==> config.mk <==
export PLATFORM = sky130hd
export DESIGN_NAME = cavlc_nc_top_ctrl_flat
export DESIGN_NICKNAME = d
export VERILOG_FILES = /design/src/rtl/cavlc_nc_top_ctrl_if.sv /design/src/rtl/cavlc_nc_top_ctrl.sv /design/src/flat_wrapper.sv
export SDC_FILE = /design/constraint.sdc
export NUM_CORES = 1
export LEC_CHECK = 0
export CAP_MARGIN = 5
export CORE_UTILIZATION = 38
export DETAILED_ROUTE_END_ITERATION = 10
export PLACE_DENSITY = 0.75
export SLEW_MARGIN = 20
export SYNTH_ARGS = -nofsm -noshare
export SYNTH_HDL_FRONTEND = slang
export SYNTH_SLANG_ARGS = --single-unit
==> constraint.sdc <==
create_clock -name clk -period 1.5 [get_ports clk]
set_clock_uncertainty 0.2 [all_clocks]
set_input_delay 0.15 -clock clk [delete_from_list [all_inputs] [get_ports clk]]
set_output_delay 0.15 -clock clk [all_outputs]
set_load 0.02 [all_outputs]
==> src/rtl/cavlc_nc_top_ctrl_if.sv <==
`default_nettype none
// ============================================================================
//  Module   : cavlc_nc_top_ctrl_if
//  Brief    : Bundle between the CAVLC MB sequencer, the top-neighbour NC
//             controller and the 2-port NC line-buffer RAM.
//             slave  = controller view, master = sequencer/RAM side view.
//  Revision : 1.0  initial release
// ============================================================================
interface cavlc_nc_top_ctrl_if #(
   parameter int MB_X_W = 7,
   parameter int DATA_W = 36
) ();

   // sequencer side
   logic              mb_start_i;
   logic [MB_X_W-1:0] mb_x_i;
   logic [7:0]        mb_y_i;
   logic              mb_done_i;
   logic [DATA_W-1:0] bot_nc_i;
   logic [DATA_W-1:0] top_nc_o;
   logic              top_avail_o;
   logic              top_valid_o;

   // RAM side
   logic              rd_o;
   logic [MB_X_W-1:0] raddr_o;
   logic [DATA_W-1:0] rdata_i;
   logic              we_o;
   logic [MB_X_W-1:0] waddr_o;
   logic [DATA_W-1:0] wdata_o;

   modport slave (
      input  mb_start_i, mb_x_i, mb_y_i, mb_done_i, bot_nc_i, rdata_i,
      output top_nc_o, top_avail_o, top_valid_o,
      output rd_o, raddr_o, we_o, waddr_o, wdata_o
   );

   modport master (
      output mb_start_i, mb_x_i, mb_y_i, mb_done_i, bot_nc_i, rdata_i,
      input  top_nc_o, top_avail_o, top_valid_o,
      input  rd_o, raddr_o, we_o, waddr_o, wdata_o
   );

endinterface
`default_nettype wire

==> src/rtl/cavlc_nc_top_ctrl.sv <==
`default_nettype none
// ============================================================================
//  Module   : cavlc_nc_top_ctrl
//  Brief    : Read/write controller for the CAVLC top-neighbour NC line
//             buffer. Writes each finished MB's bottom-row TotalCoeff word at
//             its column, fetches the word above a starting MB.
//  Option   : CAVLC_NC_FWD_EN - write-first forwarding when the fetch and a
//             write hit the same address in the same cycle. Without it that
//             case is illegal and the RAM's old data is returned.
//  Revision : 1.0  initial release
// ============================================================================
module cavlc_nc_top_ctrl #(
   parameter int MB_X_W = 7,
   parameter int MB_MAX = 120,
   parameter int DATA_W = 36
) (
   input  logic                clk,
   input  logic                rst_n,
   cavlc_nc_top_ctrl_if.slave  bus
);

   localparam logic [MB_X_W-1:0] MB_MAX_C = MB_MAX[MB_X_W-1:0];

   typedef enum logic [1:0] {
      S_IDLE  = 2'd0,
      S_RD    = 2'd1,
      S_WAIT  = 2'd2,
      S_VALID = 2'd3
   } state_t;

   state_t              state_q, state_d;
   logic [MB_X_W-1:0]   mb_x_q;

   logic                rd_q, rd_d;
   logic [MB_X_W-1:0]   raddr_q, raddr_d;
   logic [DATA_W-1:0]   top_nc_q, top_nc_d;
   logic                avail_q, avail_d;
   logic                valid_q, valid_d;

   logic                we_q;
   logic [MB_X_W-1:0]   waddr_q;
   logic [DATA_W-1:0]   wdata_q;

   logic                read_ok;
   logic [DATA_W-1:0]   capture_data;

   // A fetch is needed only when a row exists above and the column is in range
   assign read_ok = (bus.mb_y_i != 8'd0) && (bus.mb_x_i < MB_MAX_C);

`ifdef CAVLC_NC_FWD_EN
   logic                fwd_hit_q;
   logic [DATA_W-1:0]   fwd_data_q;

   // Remember a same-address write landing in the RD cycle; the RAM returns pre-write data
   always_ff @(posedge clk or negedge rst_n) begin
      if (!rst_n) begin
         fwd_hit_q  <= 1'b0;
         fwd_data_q <= '0;
      end else begin
         fwd_hit_q  <= rd_q && we_q && (raddr_q == waddr_q);
         fwd_data_q <= wdata_q;
      end
   end

   assign capture_data = fwd_hit_q ? fwd_data_q : bus.rdata_i;
`else
   assign capture_data = bus.rdata_i;
`endif

   // Read FSM state register
   always_ff @(posedge clk or negedge rst_n) begin
      if (!rst_n) state_q <= S_IDLE;
      else        state_q <= state_d;
   end

   // Next state and next read-side output values; a new start always restarts the fetch
   always_comb begin
      state_d  = state_q;
      rd_d     = 1'b0;
      raddr_d  = raddr_q;
      top_nc_d = top_nc_q;
      avail_d  = avail_q;
      valid_d  = valid_q;
      if (bus.mb_start_i) begin
         if (read_ok) begin
            state_d = S_RD;
            rd_d    = 1'b1;
            raddr_d = bus.mb_x_i;
            valid_d = 1'b0;
         end else begin
            state_d  = S_VALID;
            top_nc_d = '0;
            avail_d  = 1'b0;
            valid_d  = 1'b1;
         end
      end else begin
         case (state_q)
            S_RD:    state_d = S_WAIT;
            S_WAIT: begin
               state_d  = S_VALID;
               top_nc_d = capture_data;
               avail_d  = 1'b1;
               valid_d  = 1'b1;
            end
            default: state_d = state_q;
         endcase
      end
   end

   // Registered read-side outputs
   always_ff @(posedge clk or negedge rst_n) begin
      if (!rst_n) begin
         rd_q     <= 1'b0;
         raddr_q  <= '0;
         top_nc_q <= '0;
         avail_q  <= 1'b0;
         valid_q  <= 1'b0;
      end else begin
         rd_q     <= rd_d;
         raddr_q  <= raddr_d;
         top_nc_q <= top_nc_d;
         avail_q  <= avail_d;
         valid_q  <= valid_d;
      end
   end

   // Write path: one-cycle write at the column latched at MB start; the old column is used
   // when done and start coincide because mb_x_q updates on the same edge
   always_ff @(posedge clk or negedge rst_n) begin
      if (!rst_n) begin
         we_q    <= 1'b0;
         waddr_q <= '0;
         wdata_q <= '0;
      end else begin
         we_q <= 1'b0;
         if (bus.mb_done_i) begin
            we_q    <= (mb_x_q < MB_MAX_C);
            waddr_q <= mb_x_q;
            wdata_q <= bus.bot_nc_i;
         end
      end
   end

   // Column of the current MB, latched at MB start
   always_ff @(posedge clk or negedge rst_n) begin
      if (!rst_n)                mb_x_q <= '0;
      else if (bus.mb_start_i)   mb_x_q <= bus.mb_x_i;
   end

   assign bus.rd_o        = rd_q;
   assign bus.raddr_o     = raddr_q;
   assign bus.top_nc_o    = top_nc_q;
   assign bus.top_avail_o = avail_q;
   assign bus.top_valid_o = valid_q;
   assign bus.we_o        = we_q;
   assign bus.waddr_o     = waddr_q;
   assign bus.wdata_o     = wdata_q;

endmodule
`default_nettype wire

==> src/flat_wrapper.sv <==
// flat-port wrapper written by rule: the top's interface ports become plain ports
module cavlc_nc_top_ctrl_flat 
#(
   parameter int MB_X_W = 7,
   parameter int MB_MAX = 120,
   parameter int DATA_W = 36
)
  (clk, rst_n, bus_mb_start_i, bus_mb_x_i, bus_mb_y_i, bus_mb_done_i, bus_bot_nc_i, bus_rdata_i, bus_top_nc_o, bus_top_avail_o, bus_top_valid_o, bus_rd_o, bus_raddr_o, bus_we_o, bus_waddr_o, bus_wdata_o);
  cavlc_nc_top_ctrl_if #(.MB_X_W(MB_X_W), .DATA_W(DATA_W)) bus_i ();
  input  logic clk;
  input  logic rst_n;
  input wire logic [$bits(bus_i.mb_start_i)-1:0] bus_mb_start_i;
  input wire logic [$bits(bus_i.mb_x_i)-1:0] bus_mb_x_i;
  input wire logic [$bits(bus_i.mb_y_i)-1:0] bus_mb_y_i;
  input wire logic [$bits(bus_i.mb_done_i)-1:0] bus_mb_done_i;
  input wire logic [$bits(bus_i.bot_nc_i)-1:0] bus_bot_nc_i;
  input wire logic [$bits(bus_i.rdata_i)-1:0] bus_rdata_i;
  output wire logic [$bits(bus_i.top_nc_o)-1:0] bus_top_nc_o;
  output wire logic [$bits(bus_i.top_avail_o)-1:0] bus_top_avail_o;
  output wire logic [$bits(bus_i.top_valid_o)-1:0] bus_top_valid_o;
  output wire logic [$bits(bus_i.rd_o)-1:0] bus_rd_o;
  output wire logic [$bits(bus_i.raddr_o)-1:0] bus_raddr_o;
  output wire logic [$bits(bus_i.we_o)-1:0] bus_we_o;
  output wire logic [$bits(bus_i.waddr_o)-1:0] bus_waddr_o;
  output wire logic [$bits(bus_i.wdata_o)-1:0] bus_wdata_o;
  assign bus_i.mb_start_i = bus_mb_start_i;
  assign bus_i.mb_x_i = bus_mb_x_i;
  assign bus_i.mb_y_i = bus_mb_y_i;
  assign bus_i.mb_done_i = bus_mb_done_i;
  assign bus_i.bot_nc_i = bus_bot_nc_i;
  assign bus_i.rdata_i = bus_rdata_i;
  assign bus_top_nc_o = bus_i.top_nc_o;
  assign bus_top_avail_o = bus_i.top_avail_o;
  assign bus_top_valid_o = bus_i.top_valid_o;
  assign bus_rd_o = bus_i.rd_o;
  assign bus_raddr_o = bus_i.raddr_o;
  assign bus_we_o = bus_i.we_o;
  assign bus_waddr_o = bus_i.waddr_o;
  assign bus_wdata_o = bus_i.wdata_o;
  cavlc_nc_top_ctrl #(.MB_X_W(MB_X_W), .MB_MAX(MB_MAX), .DATA_W(DATA_W)) u_core (.clk(clk), .rst_n(rst_n), .bus(bus_i));
endmodule
==> reports/results.tsv <==
metric	value	unit
clk_latency	350	ps
r2r_start	u_core.state_q[0]	
rsz0062_at_grt	true	
synthesis.area	4020	um^2
wl_per_cell	16.9	um
async_flop_share	100	%
layout.nets	547	
first_global_vias	3071	
finalNonFillerCells	597	
synth.top_cells.by_count	dfrtp_1 (99), mux2_2 (51), o2bb2ai_1 (37)	
root_buffer	clkbuf_8	
synth.avg_cell_area	15.4	um^2
die-width	105	um
coreArea	10300	um^2
violations	hold timing, setup timing	
multi_input_area	1600	um^2
cap_violations	0	
ys_warn_count	0	
dr_total_vias	2896	
place_area	6180	um^2
synth.yosys.seq_area_share	61.6	%
route.detailed.drc	0	
ff_latch_area	2480	um^2
required	1550	ps
io_buffers	180	
hold_viol	10	
synthCells	261	
clkSinkCount	99	
yosysUniqueCellTypes	19	
total_power	6900	uW
outcome	complete, but fails checks	
first_pass_iters	6	
synth_edf_count	0	
clkTransAtPathRegs	90	ps
viasPerCell	4.85	
cts_tree	done	
chipHeight	105	um
finalSetupViolCount	5	
synth_area_leaders	dfrtp_1 (62%), mux2_2 (14%), mux2i_1 (9.0%)	
ant_nets	0	
layout-drive-gt1-share	29.9	%
crit_path_end_kind	flip-flop	
crit_start	bus_mb_y_i[5]	
fin_ws	-52.5	ps
grt_overflow	0	
finalCritPeriodShare	104	%
power.leakage	0.00304	uW
hold_slack	-10.3	ps
yosysTopAreaCell	dfrtp_1	
slew_viol_final	0	
yosysMostFrequentCell	dfrtp_1	
dp.cells	570	
numCtsBuffers	9	
first_iter_violations	72	
relSlewSlack	76.4	%
grt_pass1_wl	16.2	mm
hp-class	input pin to asynchronous set/reset pin	
arrival	1600	ps
fillCellCount	826	
grt_antenna_before_repair	0	
initial_core_util	39.1	%
design_area	6470	um^2
crit_type	input pin to flip-flop	
post-place-ws	-709	ps
ys_seq_elements	99	
antennaDiodeCount	0	
hpwl	6.90	mm
min_period	1550	ps
syn_to_final_growth	61.0	%
crit_fanout	5	
grt_max_degree	46	
totalWireLength	10.1	mm
syn_nets	352	
clockBufferDepth	2	
synth-main-ff-cell	dfrtp_1	
htreeDepth	3	
rows	37	
worst_setup_path_start_kind	input pin	
gp_congestion	0.715	
die-area	11000	um^2
worst_pin_slew	354	ps
max_freq	644	MHz
power.density	1070	nW/um^2
yosysTopAreaCellShare	61.6	%
peakVddDrop	0.535	mV
io_pins	181	
grt_usage	19.2	%
state kept, by name, indices dropped and copies added, names as in the netlist:
name / cells
u_core.bus.raddr_o: 7
u_core.mb_x_q: 7
u_core.bus.rd_o: 1
u_core.bus.top_valid_o: 1
u_core.bus.wdata_o: 36
u_core.bus.waddr_o: 7
u_core.bus.we_o: 1
u_core.bus.top_nc_o: 36
u_core.state_q: 2
u_core.bus.top_avail_o: 1
routing by layer:
layer	vias up	part of all wire, %	global-route usage (%)
met3	17	8.7	5.68
met4	0	2.4	9.46
met1	1381	43	24.8
li1	1357	-	-
met5	-	0	0
met2	141	46	29.4
report_power, final:
| part | internal (uW) | total (uW) | switching [uW] |
|---|---|---|---|
| sequential | 3020 | 3280 | 256 |
| combinational | 1010 | 1970 | 962 |
| clock | 783 | 1660 | 875 |
per-stage QoR:
step	setup TNS [ps]	hold WS [ps]	utilization, %
finish	-217	-10.3	63.0
global route	-165	4.95	63.0
CTS	-110	23.4	63.0
detailed placement	-31380	-191	60.1
global placement	-30530	-192	60.1
floorplan	-6370	-346	-
worst paths after layout:
| path | end | slack [ps] | depth (start not counted) |
|---|---|---|---|
| hold reg to reg | u_core.state_q[1] | 290 | 2 |
| setup / recovery | u_core.bus.raddr_o[1] | -50 | 6 |
| min in group clk | u_core.bus.we_o | 40 | 4 |
| setup reg to reg | u_core.bus.top_nc_o[14] | 80 | 4 |
| hold / removal | u_core.bus.top_nc_o[11] | -10 | 2 |
| max in group asynchronous | u_core.bus.top_nc_o[32] | 640 | 3 |
worst max-delay path, stage by stage:
cell     delay, ps
buf_6           90
or4_4          530
o211a_4        290
buf_12         140
buf_6          110
mux2_4         290
final cells by class:
type                            instances  area share [%]
Timing Repair Buffer                  203            31.2
Clock inverter                          3           0.309
Multi-Input combinational cell        142            24.8
Inverter                                1          0.0580
Tap cell                              136            2.63
Clock buffer                           13            2.76
Sequential cell                        99            38.3
timing repair:
| item | 4_1_cts | 5_1_grt |
|---|---|---|
| gates resized for setup | 131 | 23 |
| pin swaps | 3 | 2 |
| setup endpoints to repair | 137 | 42 |
| hold buffers | 2 | 0 |
| setup buffers | 8 | 0 |
| gates cloned | 3 | 1 |
| hold endpoints to repair | 99 | 0 |
cells in the final DEF, fill, tap and decap left out, drive strengths merged, types with 2 or more instances in the layout:
cell type | synthesis | layout
dlygate4sd2 | 0 | 70
clkdlybuf4s50 | 0 | 79
or4 | 2 | 2
mux2i | 36 | 36
mux2 | 57 | 57
o2bb2ai | 37 | 37
clkbuf | 7 | 17
buf | 12 | 30
nor2 | 3 | 3
clkdlybuf4s15 | 0 | 19
clkinvlp | 0 | 2
dfrtp | 99 | 99
logic make-up after synthesis:
kind of cell	after synthesis	synth area share, %
multiplexers	93	25.5
buffers and inverters	20	2.96
AO/OA/AOI/OAI	40	8.65
flip-flops	99	61.6
AND/OR/NAND/NOR	9	1.28
Power figures use the tool's default switching activity.
